==> config.mk <==
export PLATFORM = sky130hd
export DESIGN_NAME = prefetch_queue_flat
export DESIGN_NICKNAME = d
export VERILOG_FILES = /design/src/rtl/gpu_pkg.sv /design/src/rtl/prefetch_queue_if.sv /design/src/rtl/prefetch_queue_fifo.sv /design/src/rtl/prefetch_queue.sv /design/src/flat_wrapper.sv
export SDC_FILE = /design/constraint.sdc
export NUM_CORES = 1
export LEC_CHECK = 0
export ABC_AREA = 0
export BUFFER_PORTS_ARGS = -buffer_cell sky130_fd_sc_hd__buf_2
export CAP_MARGIN = 20
export CELL_PAD_IN_SITES_DETAIL_PLACEMENT = 1
export CELL_PAD_IN_SITES_GLOBAL_PLACEMENT = 1
export CORE_MARGIN = 4
export CORE_UTILIZATION = 49
export CTS_CLUSTER_DIAMETER = 30
export CTS_CLUSTER_SIZE = 10
export DETAILED_ROUTE_END_ITERATION = 16
export PLACE_DENSITY_LB_ADDON = 0.1
export SLEW_MARGIN = 40
export SYNTH_ARGS = -nofsm -noshare
export SYNTH_HDL_FRONTEND = slang
export SYNTH_SLANG_ARGS = --single-unit
==> constraint.sdc <==
create_clock -name clk -period 5.3 [get_ports clk]
set_clock_uncertainty 0.15 [all_clocks]
set_input_delay 0.265 -clock clk [delete_from_list [all_inputs] [get_ports clk]]
set_output_delay 0.265 -clock clk [all_outputs]
set_load 0.005 [all_outputs]
==> src/rtl/gpu_pkg.sv <==
// Shared defaults and fetch-state encoding for the instruction prefetch queue.
package gpu_pkg;
  localparam int ADDR_W_DEF  = 8;
  localparam int INSTR_W_DEF = 8;
  localparam int FCNT_W      = 16;

  typedef enum logic [1:0] {IDLE, FETCH, FULL} fetch_state_e;
endpackage

==> src/rtl/prefetch_queue_if.sv <==
// Command, memory-read and decoder-side signals of the prefetch queue.
// slave = the queue itself, master = whoever drives commands/memory/decoder.
interface prefetch_queue_if #(
  parameter int ADDR_W  = 8,
  parameter int INSTR_W = 8
);
  logic               start;
  logic [ADDR_W-1:0]  start_pc;
  logic               stop;
  logic               redirect;
  logic [ADDR_W-1:0]  redirect_pc;
  logic               mem_read_valid;
  logic [ADDR_W-1:0]  mem_read_addr;
  logic               mem_read_ready;
  logic [INSTR_W-1:0] mem_read_data;
  logic               instr_valid;
  logic [INSTR_W-1:0] instr;
  logic [ADDR_W-1:0]  instr_pc;
  logic               instr_ready;
  logic [15:0]        fetch_count;

  modport slave (
    input  start, start_pc, stop, redirect, redirect_pc,
    input  mem_read_ready, mem_read_data, instr_ready,
    output mem_read_valid, mem_read_addr, instr_valid, instr, instr_pc, fetch_count
  );
  modport master (
    output start, start_pc, stop, redirect, redirect_pc,
    output mem_read_ready, mem_read_data, instr_ready,
    input  mem_read_valid, mem_read_addr, instr_valid, instr, instr_pc, fetch_count
  );
endinterface

==> src/rtl/prefetch_queue_fifo.sv <==
// pq_fifo: circular entry store with flush; storage itself is not reset.
module pq_fifo #(
  parameter int DEPTH = 4,
  parameter int W     = 16
) (
  input  logic                   clk,
  input  logic                   reset,
  input  logic                   push,
  input  logic                   pop,
  input  logic                   flush,
  input  logic [W-1:0]           wdata,
  output logic [W-1:0]           rdata,
  output logic [$clog2(DEPTH):0] count
);
  localparam int AW = $clog2(DEPTH);
  localparam int CW = AW + 1;

  logic [W-1:0]  mem_q [DEPTH];
  logic [AW-1:0] wptr_q, rptr_q;
  logic [CW-1:0] cnt_q;
  logic          do_push, do_pop;

  assign do_push = push && !flush && (cnt_q != CW'(DEPTH));
  assign do_pop  = pop  && !flush && (cnt_q != '0);

  always_ff @(posedge clk or posedge reset) begin
    if (reset) begin
      wptr_q <= '0;
      rptr_q <= '0;
      cnt_q  <= '0;
    end else if (flush) begin
      wptr_q <= '0;
      rptr_q <= '0;
      cnt_q  <= '0;
    end else begin
      if (do_push) wptr_q <= wptr_q + AW'(1);
      if (do_pop)  rptr_q <= rptr_q + AW'(1);
      cnt_q <= cnt_q + CW'(do_push) - CW'(do_pop);
    end
  end

  always_ff @(posedge clk) begin
    if (do_push) mem_q[wptr_q] <= wdata;
  end

  assign rdata = mem_q[rptr_q];
  assign count = cnt_q;
endmodule

==> src/rtl/prefetch_queue.sv <==
// Instruction prefetch queue: fetch FSM, pc and memory request logic around pq_fifo.
// Define PREFETCH_STATS_EN to build the saturating delivered-instruction counter.
module prefetch_queue
  import gpu_pkg::*;
#(
  parameter int DEPTH   = 4,
  parameter int ADDR_W  = ADDR_W_DEF,
  parameter int INSTR_W = INSTR_W_DEF
) (
  input logic              clk,
  input logic              reset,
  prefetch_queue_if.slave  bus
);
  localparam int CW = $clog2(DEPTH) + 1;
  localparam int EW = INSTR_W + ADDR_W;

  fetch_state_e      state_q, state_d;
  logic [ADDR_W-1:0] pc_q, pc_d;
  logic [CW-1:0]     count, cnt_nxt;
  logic [EW-1:0]     head;
  logic              hs, push, pop, flush;

  assign bus.mem_read_valid = (state_q == FETCH) && (count < CW'(DEPTH));
  assign bus.mem_read_addr  = pc_q;
  assign bus.instr_valid    = (count != '0);
  // Storage is unreset, so mask the head while empty.
  assign bus.instr          = bus.instr_valid ? head[EW-1 -: INSTR_W] : '0;
  assign bus.instr_pc       = bus.instr_valid ? head[ADDR_W-1:0] : '0;

  assign hs    = bus.mem_read_valid && bus.mem_read_ready;
  assign flush = bus.stop || bus.redirect;
  assign push  = hs && !flush;
  assign pop   = bus.instr_valid && bus.instr_ready;

  pq_fifo #(.DEPTH(DEPTH), .W(EW)) u_fifo (
    .clk   (clk),
    .reset (reset),
    .push  (push),
    .pop   (pop),
    .flush (flush),
    .wdata ({bus.mem_read_data, pc_q}),
    .rdata (head),
    .count (count)
  );

  // FULL tracks the post-update occupancy so a pop reopens requests next cycle.
  always_comb begin
    state_d = state_q;
    pc_d    = pc_q;
    cnt_nxt = flush ? '0 : count + CW'(push) - CW'(pop);
    if (bus.stop) begin
      state_d = IDLE;
    end else if (bus.redirect) begin
      state_d = FETCH;
      pc_d    = bus.redirect_pc;
    end else if (state_q == IDLE) begin
      if (bus.start) begin
        state_d = FETCH;
        pc_d    = bus.start_pc;
      end
    end else begin
      if (push) pc_d = pc_q + ADDR_W'(1);
      state_d = (cnt_nxt == CW'(DEPTH)) ? FULL : FETCH;
    end
  end

  always_ff @(posedge clk or posedge reset) begin
    if (reset) begin
      state_q <= IDLE;
      pc_q    <= '0;
    end else begin
      state_q <= state_d;
      pc_q    <= pc_d;
    end
  end

`ifdef PREFETCH_STATS_EN
  logic [FCNT_W-1:0] fcnt_q, fcnt_d;
  logic              start_acc;

  assign start_acc = (state_q == IDLE) && bus.start && !flush;

  always_comb begin
    fcnt_d = fcnt_q;
    if (start_acc)
      fcnt_d = '0;
    else if (pop && !bus.redirect && (fcnt_q != '1))
      fcnt_d = fcnt_q + FCNT_W'(1);
  end

  always_ff @(posedge clk or posedge reset) begin
    if (reset) fcnt_q <= '0;
    else       fcnt_q <= fcnt_d;
  end

  assign bus.fetch_count = fcnt_q;
`else
  assign bus.fetch_count = '0;
`endif
endmodule

==> src/flat_wrapper.sv <==
// flat-port wrapper written by rule: the top's interface ports become plain ports
module prefetch_queue_flat import gpu_pkg::*;
#(
  parameter int DEPTH   = 4,
  parameter int ADDR_W  = ADDR_W_DEF,
  parameter int INSTR_W = INSTR_W_DEF
)
  (clk, reset, bus_start, bus_start_pc, bus_stop, bus_redirect, bus_redirect_pc, bus_mem_read_ready, bus_mem_read_data, bus_instr_ready, bus_mem_read_valid, bus_mem_read_addr, bus_instr_valid, bus_instr, bus_instr_pc, bus_fetch_count);
  prefetch_queue_if #(.ADDR_W(ADDR_W), .INSTR_W(INSTR_W)) bus_i ();
  input logic clk;
  input logic reset;
  input wire logic [$bits(bus_i.start)-1:0] bus_start;
  input wire logic [$bits(bus_i.start_pc)-1:0] bus_start_pc;
  input wire logic [$bits(bus_i.stop)-1:0] bus_stop;
  input wire logic [$bits(bus_i.redirect)-1:0] bus_redirect;
  input wire logic [$bits(bus_i.redirect_pc)-1:0] bus_redirect_pc;
  input wire logic [$bits(bus_i.mem_read_ready)-1:0] bus_mem_read_ready;
  input wire logic [$bits(bus_i.mem_read_data)-1:0] bus_mem_read_data;
  input wire logic [$bits(bus_i.instr_ready)-1:0] bus_instr_ready;
  output wire logic [$bits(bus_i.mem_read_valid)-1:0] bus_mem_read_valid;
  output wire logic [$bits(bus_i.mem_read_addr)-1:0] bus_mem_read_addr;
  output wire logic [$bits(bus_i.instr_valid)-1:0] bus_instr_valid;
  output wire logic [$bits(bus_i.instr)-1:0] bus_instr;
  output wire logic [$bits(bus_i.instr_pc)-1:0] bus_instr_pc;
  output wire logic [$bits(bus_i.fetch_count)-1:0] bus_fetch_count;
  assign bus_i.start = bus_start;
  assign bus_i.start_pc = bus_start_pc;
  assign bus_i.stop = bus_stop;
  assign bus_i.redirect = bus_redirect;
  assign bus_i.redirect_pc = bus_redirect_pc;
  assign bus_i.mem_read_ready = bus_mem_read_ready;
  assign bus_i.mem_read_data = bus_mem_read_data;
  assign bus_i.instr_ready = bus_instr_ready;
  assign bus_mem_read_valid = bus_i.mem_read_valid;
  assign bus_mem_read_addr = bus_i.mem_read_addr;
  assign bus_instr_valid = bus_i.instr_valid;
  assign bus_instr = bus_i.instr;
  assign bus_instr_pc = bus_i.instr_pc;
  assign bus_fetch_count = bus_i.fetch_count;
  prefetch_queue #(.DEPTH(DEPTH), .ADDR_W(ADDR_W), .INSTR_W(INSTR_W)) u_core (.clk(clk), .reset(reset), .bus(bus_i));
endmodule
**Word-level counts from Yosys, hierarchy flattened**

Memory sizes are Yosys's and may differ from the RTL's.
Cells that the tools add are included.

- Bits in writable memories: 64
- Latch bits: 0
- Bits in registers: 17
- Memories kept: 1
- Bits in read-only memories: 0
- Output and inout port bits: 42
- Bits of input ports: 31

Memory list:

| memory | words | bits a word | read ports | clocked after Yosys merged registers in | write ports | line | source |
|---|---|---|---|---|---|---|---|
| u_core.u_fifo.mem_q | 4 | 16 | 1 | 0 | 1 | prefetch_queue_fifo.sv:18 | `logic [W-1:0] mem_q [DEPTH];` |

- $lt $le $gt $ge: 1
- Shifts and indexed selects: 0
- Equal/unequal tests: 5
- $mul: 0
- Bitwise gates (word level): 1
- Multiplexer cells: 19
- Add/sub/neg operators: 7
- Reduce and logical (&&, ||, !) cells: 16
- Divide/modulo/power cells: 0

Operators by type and width:

| operator | count |
|---|---|
| $mux W8 | 6 |
| $mux W2 | 9 |
| $add A8 B1 Y8 const B | 1 |
| $logic_and A1 B1 Y1 | 8 |
| $add A3 B1 Y3 | 2 |
| $mux W3 | 2 |
| $ne A3 B3 Y1 const B | 2 |
| $reduce_bool A3 Y1 | 2 |
| $sub A3 B1 Y3 | 2 |
| $add A2 B1 Y2 const B | 2 |
| $ne A4 B4 Y1 const B | 1 |
| $reduce_bool A2 Y1 | 2 |
| $eq A3 B3 Y1 const B | 1 |
| $lt A3 B3 Y1 const B | 1 |
| $reduce_and A3 Y1 | 1 |
| $eq A2 B1 Y1 const B | 1 |
| $logic_not A2 Y1 | 1 |
| $mux W1 | 2 |
| $logic_not A1 Y1 | 1 |
| $logic_or A1 B1 Y1 | 1 |
| $not A1 Y1 | 1 |

**Logic depth before layout (Yosys ltp)**

Gate-level depths: netlist of the first run.

- Depth in word-level cells: 12
- Gate-level depth with buffers: 12
- Mapped depth without buffers: 10

**Hierarchy**

From an unflattened synthesis of the first run, not the netlist that was laid out.

- Cells, all modules: 264
- Area total of the unflattened synthesis: 3,910.0 µm²

By module, submodules not included:

| module | times used | cells each | area each (µm²) |
|---|---|---|---|
| pq_fifo | 1 | 128 | 2,817.7 |
| prefetch_queue | 1 | 136 | 1,092.3 |

**Worst setup path before layout of the first run**

No wires, ideal clock.

- Path kind: register -> register
- Start: register u_core.u_fifo.cnt_q[1] (netlist: u_core.u_fifo.count[1])
- End: register u_core.state_q[0]
- Stages on the path, launching flop included: 12
- Setup slack: 2.662 ns
- Library setup time: 0.094 ns
- Period minus slack after synthesis: 2.638 ns
- Arrival: 2.393 ns
- Buffers on the path: 1
- Data required time: 5.056 ns
- Path through: dfrtp_1 > or3_1 > clkbuf_1 > and2_1 > ha_1 > inv_1 > ha_1 > inv_1 > fa_1 > xnor2_1 > nor2_1 > a211oi_1

- Word-level cells in the longest chain between the ends: 12

Ends and longest elaborated chain:

| element | line | source |
|---|---|---|
| start: declaration | prefetch_queue_fifo.sv:20 | `logic [CW-1:0] cnt_q;` |
| start signal: assignment | prefetch_queue_fifo.sv:38 | `cnt_q <= cnt_q + CW'(do_push) - CW'(do_pop);` |
| $lt A3 B3 Y1 | prefetch_queue.sv:23 | `assign bus.mem_read_valid = (state_q == FETCH) && (count < CW'(DEPTH));` |
| $logic_and A1 B1 Y1 | prefetch_queue.sv:23 |  |
| $logic_and A1 B1 Y1 | prefetch_queue.sv:30 | `assign hs = bus.mem_read_valid && bus.mem_read_ready;` |
| $logic_and A1 B1 Y1 | prefetch_queue.sv:32 | `assign push = hs && !flush;` |
| $add A3 B1 Y3 | prefetch_queue.sv:50 | `cnt_nxt = flush ? '0 : count + CW'(push) - CW'(pop);` |
| $sub A3 B1 Y3 * | prefetch_queue.sv:50 |  |
| $mux W3 * | prefetch_queue.sv:50 |  |
| $eq A3 B3 Y1 * | prefetch_queue.sv:63 | `state_d = (cnt_nxt == CW'(DEPTH)) ? FULL : FETCH;` |
| $mux W2 * | prefetch_queue.sv:63 |  |
| $mux W2 * | prefetch_queue.sv:56 | `end else if (state_q == IDLE) begin` |
| $mux W2 * | prefetch_queue.sv:53 | `end else if (bus.redirect) begin` |
| $mux W2 * | prefetch_queue.sv:51 | `if (bus.stop) begin` |
| end signal: assignment | prefetch_queue.sv:72 | `state_q <= state_d;` |
| end: declaration | prefetch_queue.sv:17 | `fetch_state_e state_q, state_d;` |

Mark *: on every way between the ends. The rest lies on a longest branch, timed or not.
A chain may end at the register's enable or synchronous reset.

**Worst setup path in the final report of the first run**

Ends and elaborated chain as after synthesis.

==> results.md, run 1 <==
- Outcome: completed
- Worst slew margin: 0.461
- Count of antenna diodes in the layout: 0
- Total CTS buffers: 9
- Ys flop type: sky130_fd_sc_hd__edfxtp_1
- Share of synthesized area occupied by flip-flops and latches: 0.616
- Synthesized area: 3810 sq um
- Crit path required time: 5370 ps
- Vias in the first global route: 2403
- Number of different library cells in the post-synthesis netlist: 48
- Highest clock frequency the design can meet: 0.324 GHz
- Sink count of the clock tree: 81
- Placed cell count: 401
- Area enclosed by the die boundary: 9250 sq um
- Largest incremental delay on the critical path: 640 ps
- Row cnt: 31
- Worst Path Arrival: 3160 ps
- Cell area after layout: 4420 sq um
- DRT iter0 DRCs: 77
- Kind of start point of the critical path: register
- Crit-path slowest cell: sky130_fd_sc_hd__or3_1
- Crit path max-delay family: simple AND/OR/NAND/NOR gates
- Quantity of gates resized following cts: 0
- Number of primary I/O pins: 73
- Wire length of the first global-routing pass: 12500 um
- Crit share post-route: 0.582
- Category of the critical setup timing path: register to register
- Core area: 7410 sq um
- Biggest fanout along the worst timing path: 20
- Global routing usage summed across all routing layers: 0.185
- Period minus WS final: 3090 ps
- DPL Wire Length: 5340 um
- Final antenna-violating net count: 0
- Htree depth: 3
- Average cell area after synthesis: 14.7 sq um
- Pre-antenna DRT Iters: 4
- Reported leakage power: 1.72 nW
- Initial cell density of the core: 0.514
- Vias/cell: 5.27
- Peak supply drop: 0.160 mV
- Final setup vio count: 0
- Initial antenna violation count: 0
- Overall overflow remaining after global route: 0
- CTS tree: yes
- Total length of routed wires: 7970 um
- Routed vias: 2247
- Average routed wire per standard cell: 18.7 um
- Yosys warns: 0
- Height of the die: 96.2 um
- Number of remaining DRC errors: 0
- Kind of end point of the critical path: register
- Input/output buffers: 56
- Actual transition at the worst max-transition pin: 808 ps
- Async set-or-reset flop fraction in the synthesized netlist: 0.210
- Clk buf depth: 2
- Gate Count Post-Synth: 260
- Ranking of synthesized cells by area: sky130_fd_sc_hd__edfxtp_1, sky130_fd_sc_hd__dfrtp_1, sky130_fd_sc_hd__mux4_2, sky130_fd_sc_hd__buf_4, sky130_fd_sc_hd__and2_1
- Final setup slack of the worst path: 2210 ps
- Post-synth top area share: 0.504
- Most area-hungry cell type in the Yosys netlist: sky130_fd_sc_hd__edfxtp_1
- Cell area reported after detailed placement: 4090 sq um
- Clock-pin slew on the worst setup and hold paths: 80 ps
- Maximum number of pins on one net before global-route repair: 21
- Areal power density over the cells: 315 nW/um^2
- Final Instance Count excl. Fillers: 426
- Layout Nets: 364
- Hold Violations, Final: 0
- Final-layout setup total negative slack: 0 ps
- Die width: 96.2 um
- Worst slack after detailed placement: 2200 ps
- Area growth, synth to finish: 16.0%
- Path class of the lowest-slack min-delay path: input port to register
- Max Transition Viols Final: 0
- Clock insertion delay at the later pin of the skew report: 330 ps
- Worst path cell trace: or3_1 > and2_1 > ha_1 > inv_1 > ha_1 > inv_1 > fa_1 > nand4b_1 > nor2_1 > a211oi_1
- Routability Congestion: 0.731
- Max Cap Violations: 0
- Number of enable flip-flop cells after synthesis: 64
- Fraction of final layout cells with drive strength greater than 1: 0.306
- Clock Tree Root: sky130_fd_sc_hd__clkbuf_8
- Setup repair after global routing missed its margin: false
- Combined buffer and inverter count along the critical path: 2
- Synthesized flop and latch total: 81
-- layer usage --
layer / part of all wire / track usage
met4: 0.0095 / 0.0652
met5: 0 / 0
met2: 0.52 / 0.320
met3: 0.034 / 0.0274
met1: 0.44 / 0.237
-- kinds of logic (layout without fill, tap and decap cells) --
| family | count (synthesis) | count (layout) | share of synthesized area |
|---|---|---|---|
| adder cells (fa/ha/maj) | 11 | 11 | 0.0401 |
| flip-flops | 81 | 81 | 0.616 |
| AND/OR/NAND/NOR | 77 | 77 | 0.108 |
| AO/OA/AOI/OAI | 24 | 24 | 0.0542 |
| other | 1 | 16 | 0.000984 |
| multiplexers | 19 | 19 | 0.103 |
| XOR/XNOR | 8 | 8 | 0.0184 |
| buffers and inverters | 39 | 91 | 0.0594 |
-- final cells by class --
| type | instances | area (sq um) |
|---|---|---|
| tap | 99 | 124 |
| clock inverter | 6 | 115 |
| multi-input combinational | 155 | 1300 |
| clock buffer | 10 | 128 |
| timing repair buffer | 65 | 370 |
| fill | 752 | 2990 |
| inverter | 10 | 37.5 |
| sequential | 81 | 2350 |
-- report_power, final --
group	internal (W)	switching (W)
clock	0.000316	0.000220
combinational	0.0000532	0.0000580
sequential	0.000711	0.0000347
total	0.00108	0.000313
-- sequential cells by signal (all words and copies together), names as in the netlist --
register / count
u_core.u_fifo.count: 3
u_core.u_fifo.wptr_q: 2
u_core.u_fifo.mem_q: 64
u_core.bus.mem_read_addr: 8
u_core.state_q: 2
u_core.u_fifo.rptr_q: 2
-- worst register-to-register path, stage by stage, from the launching register on --
cell	delay, ps
sky130_fd_sc_hd__dfrtp_1	460
sky130_fd_sc_hd__or3_1	640
sky130_fd_sc_hd__and2_1	310
sky130_fd_sc_hd__ha_1	280
sky130_fd_sc_hd__inv_1	40
sky130_fd_sc_hd__ha_1	160
sky130_fd_sc_hd__inv_1	80
sky130_fd_sc_hd__fa_1	430
sky130_fd_sc_hd__nand4b_1	120
sky130_fd_sc_hd__nor2_1	70
sky130_fd_sc_hd__a211oi_1	240
-- synth_stat cells, drive strengths merged (3+ instances only) --
cell type  count
a211oi         3
a21oi          4
a31oi          4
and2          18
and3           6
buf           23
clkbuf         6
dfrtp         17
edfxtp        64
ha             9
inv           10
mux4          16
nand2         16
nand3          4
nor2          19
nor3           3
o21ai          4
xnor2          4
xor2           4
-- cells in the final DEF (no fill, tap or decap), drive strengths merged, types with 2 or more instances in the layout --
| master | instances |
|---|---|
| bufinv | 3 |
| nand3 | 4 |
| nor3 | 3 |
| fa | 2 |
| o21ai | 4 |
| or2 | 2 |
| buf | 56 |
| or3 | 2 |
| mux2i | 2 |
| mux4 | 16 |
| xnor2 | 4 |
| edfxtp | 64 |
| dlygate4sd3 | 9 |
| inv | 11 |
| conb | 16 |
| a211o | 2 |
| a21oi | 4 |
| and3 | 6 |
| nor2 | 19 |
| xor2 | 4 |
| dfrtp | 17 |
| a211oi | 3 |
| nand2 | 16 |
| a31oi | 4 |
| clkbuf | 10 |
| and2 | 18 |
| ha | 9 |
-- metrics by stage --
| stage | power [W] | hold WS, ps | utilization |
|---|---|---|---|
| 6_report | 0.00139 | 41.8 | 0.597 |
| 3_5_place_dp | 0.000867 | 280 | 0.552 |
| 4_1_cts | 0.00140 | 4.04 | 0.594 |
| 2_1_floorplan | 0.000824 | 41.1 | - |
| 3_3_place_gp | 0.000861 | 279 | 0.551 |
| 5_1_grt | 0.00146 | 38.4 | 0.597 |
-- final timing paths --
check,from,endpoint,slack [ps],depth (start not counted)
worst max register to register,u_core.u_fifo.count[1]$_DFF_PP0_,u_core.state_q[0]$_DFFE_PP0P_,2210,10
min in group asynchronous,reset,u_core.u_fifo.wptr_q[1]$_DFFE_PP0P_,440,3
worst min-delay path,bus_redirect_pc[3],u_core.bus.mem_read_addr[3]$_DFFE_PP0P_,40,3
worst max-delay path,u_core.u_fifo.count[1]$_DFF_PP0_,u_core.state_q[0]$_DFFE_PP0P_,2210,10
worst min register to register,u_core.u_fifo.wptr_q[1]$_DFFE_PP0P_,u_core.u_fifo.wptr_q[1]$_DFFE_PP0P_,430,2
max in group asynchronous,reset,u_core.u_fifo.rptr_q[0]$_DFFE_PP0P_,4040,3
-- repair_timing --
item                                    CTS  global route
hold buffers                              7             2
buffers inserted                          0             0
hold endpoints to repair                 39             8
endpoints found under the setup margin    0             0
(Power assumes the default switching activity.)
==> inputs of run 2 (changes only) <==
CORE_UTILIZATION = 41   (was 49)
clock period = 2.5 ns   (was 5.3 ns; I/O delays follow)
==> run 2 against run 1 <==
Effect of this change: sequential share of layout area shrank 3.1 points; sequential power rose by 110%; clock power up 71%; maximum frequency up 24%; largest cell class unchanged; largest power group unchanged.
==> results.md, run 2 (synthesized netlist as in run 1, its figures left out) <==
- Endpoint of the worst register-to-register path: u_core.state_q[0]$_DFFE_PP0P_
- Average routed wire per standard cell: 17.2 um (-8.2%)
- Total CTS buffers: 9 (unchanged)
- Combinational Power Share: 0.100 (+0.020)
- Final-layout setup total negative slack: 0 ps (unchanged)
- Clock-pin slew on the worst setup and hold paths: 80 ps (about the same)
- Most common library cell in the layout ignoring fill and taps: sky130_fd_sc_hd__edfxtp_1
- Worst slack after detailed placement: -45.1 ps (-2250 ps)
- Worst hold path depth: 4 (+1)
- Total length of routed wires: 7950 um (-0.20%)
- Input/output buffers: 56 (unchanged)
- Critical hold path startpoint: bus_start_pc[7]
- Height of the die: 104 um (+8.6%)
- Reg2reg start: u_core.u_fifo.count[0]$_DFF_PP0_
- Cell depth of the worst flop-to-flop path: 10 (unchanged)
- Areal power density over the cells: 589 nW/um^2 (+87%)
- Crit path required time: 2580 ps (-2790 ps)
- Fill cell instance count of the final layout: 903 (+20%)
- Clock Tree Root: sky130_fd_sc_hd__clkbuf_8
- CTS tree: yes
- Fraction of final layout cells with drive strength greater than 1: 0.358 (+0.0519)
- Clock insertion delay at the later pin of the skew report: 340 ps (about the same)
- Number of flip-flops under the largest register name: 64 (unchanged)
- Kind of start point of the critical path: register
- Layout Nets: 392 (+7.7%)
- Final setup slack of the worst path: 21.8 ps (-2190 ps)
- Share of power burned in the clock network: 0.332 (-0.053)
- Sink count of the clock tree: 81 (unchanged)
- Maximum number of pins on one net before global-route repair: 19 (-9.5%)
- DPL Wire Length: 5390 um (+1.0%)
- Initial antenna violation count: 0 (unchanged)
- Crit share post-route: 0.991 (+0.409)
- Storage cell area: 2350 sq um (about the same)
- Critical path startpoint: u_core.u_fifo.count[0]$_DFF_PP0_
- Global routing usage summed across all routing layers: 0.152 (-0.0331)
- Area occupied by multi-input gates: 1350 sq um (+3.9%)
- Max Transition Viols Final: 0 (unchanged)
- Period minus WS final: 2480 ps (-607 ps)
- Number of primary I/O pins: 73 (unchanged)
- Pre-antenna DRT Iters: 4 (unchanged)
- Reported leakage power: 1.83 nW (+6.7%)
- Die width: 104 um (+8.6%)
- Outcome: completed
- Final setup vio count: 0 (unchanged)
- Vias in the first global route: 2463 (+2.5%)
- Clk buf depth: 2 (unchanged)
- Category of the critical setup timing path: register to register
- Area growth, synth to finish: 23.0%
- Switching portion of total power: 0.239 (+0.0145)
- Worst slew margin: 0.528 (+0.0673)
- Row cnt: 34 (+9.7%)
- Number of remaining DRC errors: 0 (unchanged)
- Hold Violations, Final: 0 (unchanged)
- Final antenna-violating net count: 0 (unchanged)
- Largest Register: u_core.u_fifo.mem_q
- Highest clock frequency the design can meet: 0.404 GHz (+24%)
- Utilization after layout: 0.527 (-0.0694)
- Cell area reported after detailed placement: 4260 sq um (+4.1%)
- Count of antenna diodes in the layout: 0 (unchanged)
- Worst Path Arrival: 2560 ps (-600 ps)
- Vias/cell: 5.06 (-4.0%)
- Kind of end point of the critical path: register
- Setup repair after global routing missed its margin: true
- DRT iter0 DRCs: 81 (+5.2%)
- Net switching power of the design: 0.000660 W (+110%)
- Cell area after layout: 4690 sq um (+6.1%)
- Actual transition at the worst max-transition pin: 703 ps (-105 ps)
- Worst setup slack for register-to-register paths: 20 ps (-2190 ps)
- Biggest fanout along the worst timing path: 2 (-90%)
- Seq pwr share: 0.567 (+0.031)
- Initial cell density of the core: 0.429 (-0.0858)
- Max Cap Violations: 0 (unchanged)
- Routed vias: 2345 (+4.4%)
- Overall overflow remaining after global route: 0 (unchanged)
- Core area: 8890 sq um (+20%)
- Commonest cells after routing, fill and taps aside: sky130_fd_sc_hd__edfxtp_1, sky130_fd_sc_hd__buf_2, sky130_fd_sc_hd__dlygate4sd3_1
- Routability Congestion: 0.739 (+1.0%)
- Wire length of the first global-routing pass: 13000 um (+3.5%)
- Endpoint of the worst hold-timing path: u_core.bus.mem_read_addr[7]$_DFFE_PP0P_
- Internal power: 0.00210 W (+95%)
- Area enclosed by the die boundary: 10900 sq um (+18%)
- Path class of the lowest-slack min-delay path: input port to register
- Peak supply drop: 0.305 mV (+91%)
- Htree depth: 3 (unchanged)
run 2: stage by stage:
step	power, W	instances	hold slack (ps)
global route	0.00290	463	41.2
detailed placement	0.00185	426	157
finish	0.00276	463	32.7
floorplan	0.00175	275	-98.9
global placement	0.00184	426	136
CTS	0.00280	462	16.1
run 2: area by class of cell:
cell class / count / area share
flip-flops and latches: 81 / 0.501
multi-input cells: 155 / 0.288
repair buffers: 93 / 0.134
well taps: 108 / 0.0288
clock buffers: 9 / 0.0264
clock inverters: 7 / 0.0147
inverters: 10 / 0.00800
run 2: how the worst max path moves through the flow:
stage                                     to  slack, ps  cells after the start
6_report       u_core.state_q[0]$_DFFE_PP0P_         20                     10
3_5_place_dp   u_core.state_q[0]$_DFFE_PP0P_        -50                     10
5_1_grt        u_core.state_q[0]$_DFFE_PP0P_        -70                     10
3_3_place_gp   u_core.state_q[0]$_DFFE_PP0P_         70                     10
2_1_floorplan  u_core.state_q[0]$_DFFE_PP0P_         -2                     11
4_1_cts        u_core.state_q[0]$_DFFE_PP0P_          1                     10
run 2: power groups by stage:
stage / Combinational [W] / Clock [W] / Sequential, W
after floorplan: 0.000162 / 0 / 0.00159
after global placement: 0.000250 / 0 / 0.00159
after detailed placement: 0.000254 / 0 / 0.00160
after CTS: 0.000281 / 0.000957 / 0.00157
after global routing: 0.000312 / 0.00102 / 0.00158
final: 0.000278 / 0.000918 / 0.00157
run 2: repair_timing:
action | 4_1_cts | 5_1_grt
hold endpoints to repair | 56 | 0
resized for setup | 6 | 4
hold buffers | 18 | 0
endpoints found under the setup margin | 1 | 3
pin swaps | 5 | 2
setup buffers | 2 | 1
run 2: layer usage:
| layer | track usage | routed length (um) | part of all wire |
|---|---|---|---|
| met1 | 0.192 | 3510 | 0.44 |
| met2 | 0.265 | 4070 | 0.51 |
| met3 | 0.0273 | 308 | 0.039 |
| met4 | 0.0484 | 60 | 0.0075 |
| met5 | 0 | 0 | 0 |
run 2: worst max-delay path, cell delays in order, from the launching register on:
cell	delay (ps)
sky130_fd_sc_hd__dfrtp_1	400
sky130_fd_sc_hd__or3_4	390
sky130_fd_sc_hd__and2_4	180
sky130_fd_sc_hd__ha_4	210
sky130_fd_sc_hd__inv_2	60
sky130_fd_sc_hd__ha_4	120
sky130_fd_sc_hd__inv_2	30
sky130_fd_sc_hd__fa_1	500
sky130_fd_sc_hd__nand4b_1	130
sky130_fd_sc_hd__nor2_2	160
sky130_fd_sc_hd__a211oi_2	50
==> inputs of run 3 (changes only) <==
CORE_UTILIZATION = 45   (was 41)
clock period = 2.8 ns   (was 2.5 ns; I/O delays follow)
==> run 3 against run 2 <==
Effect of this change: die area fell by 8.2%; utilization grew 2.9 points; final cell count is 2.4% lower; non-clock buffer count decreased by 8; power down 7.5%; routed wire length is 2.0% lower; register-to-register slack better by 150 ps; clock-buffer cell count up 2; combinational power down 18%; sequential power down 10%.
==> results.md, run 3 (synthesized netlist as in run 1, its figures left out) <==
- Pre-antenna DRT Iters: 4 (unchanged)
- Die width: 100 um (-4.2%)
- Worst hold path depth: 4 (unchanged)
- Global routing usage summed across all routing layers: 0.166 (+0.0137)
- Vias in the first global route: 2515 (+2.1%)
- Category of the critical setup timing path: register to register
- Overall overflow remaining after global route: 0 (unchanged)
- Peak supply drop: 0.303 mV (-0.96%)
- Reported leakage power: 1.81 nW (-1.2%)
- Final setup vio count: 0 (unchanged)
- Count of antenna diodes in the layout: 0 (unchanged)
- CTS tree: yes
- Final-layout setup total negative slack: 0 ps (unchanged)
- Input/output buffers: 56 (unchanged)
- Power, Total: 0.00256 W (-7.5%)
- Kind of start point of the critical path: register
- Hold Violations, Final: 0 (unchanged)
- Routability Congestion: 0.743 (+0.54%)
- Clk buf depth: 2 (unchanged)
- Cell area after layout: 4570 sq um (-2.5%)
- Cell depth of the worst flop-to-flop path: 10 (unchanged)
- Crit share post-route: 0.940 (-0.0516)
- Initial antenna violation count: 0 (unchanged)
- Crit-path slowest cell: sky130_fd_sc_hd__fa_1
- Total CTS buffers: 9 (unchanged)
- Average routed wire per standard cell: 17.2 um (+0.36%)
- Worst hold slack: 41.1 ps (+8.43 ps)
- Final setup slack of the worst path: 169 ps (+147 ps)
- Period minus WS final: 2630 ps (+153 ps)
- Areal power density over the cells: 559 nW/um^2 (-5.1%)
- Cell area reported after detailed placement: 4170 sq um (-2.0%)
- Crit path required time: 2870 ps (+290 ps)
- Layout Nets: 384 (-2.0%)
- Area enclosed by the die boundary: 10000 sq um (-8.2%)
- DRT iter0 DRCs: 62 (-23%)
- Area growth, synth to finish: 20.0%
- DPL Wire Length: 5250 um (-2.7%)
- Kind of end point of the critical path: register
- Routed vias: 2323 (-0.94%)
- Quantity of gates resized following cts: 0 (-6)
- Largest incremental delay on the critical path: 480 ps (-20 ps)
- Outcome: completed
- Actual transition at the worst max-transition pin: 808 ps (+104 ps)
- Initial cell density of the core: 0.464 (+0.0352)
- Height of the die: 100 um (-4.2%)
- Most common library cell in the layout ignoring fill and taps: sky130_fd_sc_hd__edfxtp_1
- Fraction of final layout cells with drive strength greater than 1: 0.305 (-0.0523)
- Number of flip-flops under the largest register name: 64 (unchanged)
- Number of remaining DRC errors: 0 (unchanged)
- Htree depth: 3 (unchanged)
- Total length of routed wires: 7790 um (-2.0%)
- Commonest cells after routing, fill and taps aside: sky130_fd_sc_hd__edfxtp_1, sky130_fd_sc_hd__buf_2, sky130_fd_sc_hd__nor2_1, sky130_fd_sc_hd__and2_1, sky130_fd_sc_hd__dlygate4sd3_1
- Maximum number of pins on one net before global-route repair: 20 (+1)
- Sink count of the clock tree: 81 (unchanged)
- Largest Register: u_core.u_fifo.mem_q
- Crit path max-delay family: adder cells
- WP depth: 10 (unchanged)
- Worst slack after detailed placement: 172 ps (+217 ps)
- Max Transition Viols Final: 0 (unchanged)
- Worst Path Arrival: 2700 ps (+140 ps)
- Path class of the lowest-slack min-delay path: input port to register
- Number of primary I/O pins: 73 (unchanged)
- Worst path cell trace: or3_1 > and2_1 > ha_1 > inv_1 > ha_1 > inv_1 > fa_1 > nand4b_1 > nor2_1 > a211oi_1
- Vias/cell: 5.14 (+1.5%)
- Worst slew margin: 0.462 (-0.0668)
- Final antenna-violating net count: 0 (unchanged)
- Wire length of the first global-routing pass: 12700 um (-1.8%)
- Row cnt: 33 (-2.9%)
- Combined buffer and inverter count along the critical path: 2 (unchanged)
- Setup repair after global routing missed its margin: false
- Core area: 8220 sq um (-7.6%)
- Clock-pin slew on the worst setup and hold paths: 80 ps (about the same)
- Biggest fanout along the worst timing path: 5 (+3)
- Clock insertion delay at the later pin of the skew report: 330 ps (about the same)
- Highest clock frequency the design can meet: 0.380 GHz (-5.8%)
- Clock Tree Root: sky130_fd_sc_hd__clkbuf_8
- Max Cap Violations: 0 (unchanged)
## run 3: cell count changes in the layout (fill, tap and decap cells not counted), sizes merged
cell      before  now
clkinvlp       1    0
clkinv         5    4
inv           10    9
bufinv         1    2
buf           75   67
clkbuf         9   11
## run 3: area by class of cell
cell class / instances / area [sq um]
inverter: 10 / 37.5
clock buffer: 11 / 141
timing repair buffer: 85 / 543
multi-input combinational: 155 / 1290
sequential: 81 / 2350
fill: 843 / 3640
clock inverter: 5 / 78.8
tap: 105 / 131
## run 3: what timing repair did
action                                 in CTS  in global routing
endpoints found under the hold margin      56                  0
buffers inserted                            0                  0
hold buffers                               18                  0
## run 3: per-layer routing
metal	global-route usage	vias to the layer above	wire length, um
met4	0.0560	0	69
met2	0.283	52	3980
met1	0.218	1173	3420
li1	-	1091	-
met3	0.0257	7	329
met5	0	-	0
## run 3: per-stage QoR
stage / utilization / instances
floorplan: - / 275
global placement: 0.508 / 418
detailed placement: 0.508 / 418
CTS: 0.557 / 452
global route: 0.557 / 452
finish: 0.557 / 452
## run 3: power breakdown
group	leakage (nW)	internal [W]	switching, W	total, W
Combinational	0.910	0.000115	0.000113	0.000227
Clock	0.113	0.000526	0.000394	0.000920
Sequential	0.788	0.00135	0.0000618	0.00141
## run 3: path summary, 6_finish.rpt
check                                                     from                                      end  slack, ps
hold reg to reg            u_core.u_fifo.wptr_q[1]$_DFFE_PP0P_      u_core.u_fifo.wptr_q[1]$_DFFE_PP0P_        440
setup reg to reg              u_core.u_fifo.count[2]$_DFF_PP0_            u_core.state_q[0]$_DFFE_PP0P_        170
max in group asynchronous                                reset  u_core.bus.mem_read_addr[5]$_DFFE_PP0P_       1960
min in group asynchronous                                reset      u_core.u_fifo.rptr_q[0]$_DFFE_PP0P_        210
setup / recovery              u_core.u_fifo.count[2]$_DFF_PP0_            u_core.state_q[0]$_DFFE_PP0P_        170
hold / removal                                 bus_start_pc[7]  u_core.bus.mem_read_addr[7]$_DFFE_PP0P_         40
## run 3: worst register-to-register path: cells and delay by family (launching register included)
| family | cells | cell delay [ps] |
|---|---|---|
| AO/OA/AOI/OAI | 1 | 70 |
| adder cells (fa/ha/maj) | 3 | 910 |
| buffers and inverters | 2 | 110 |
| flip-flops | 1 | 430 |
| AND/OR/NAND/NOR | 4 | 860 |
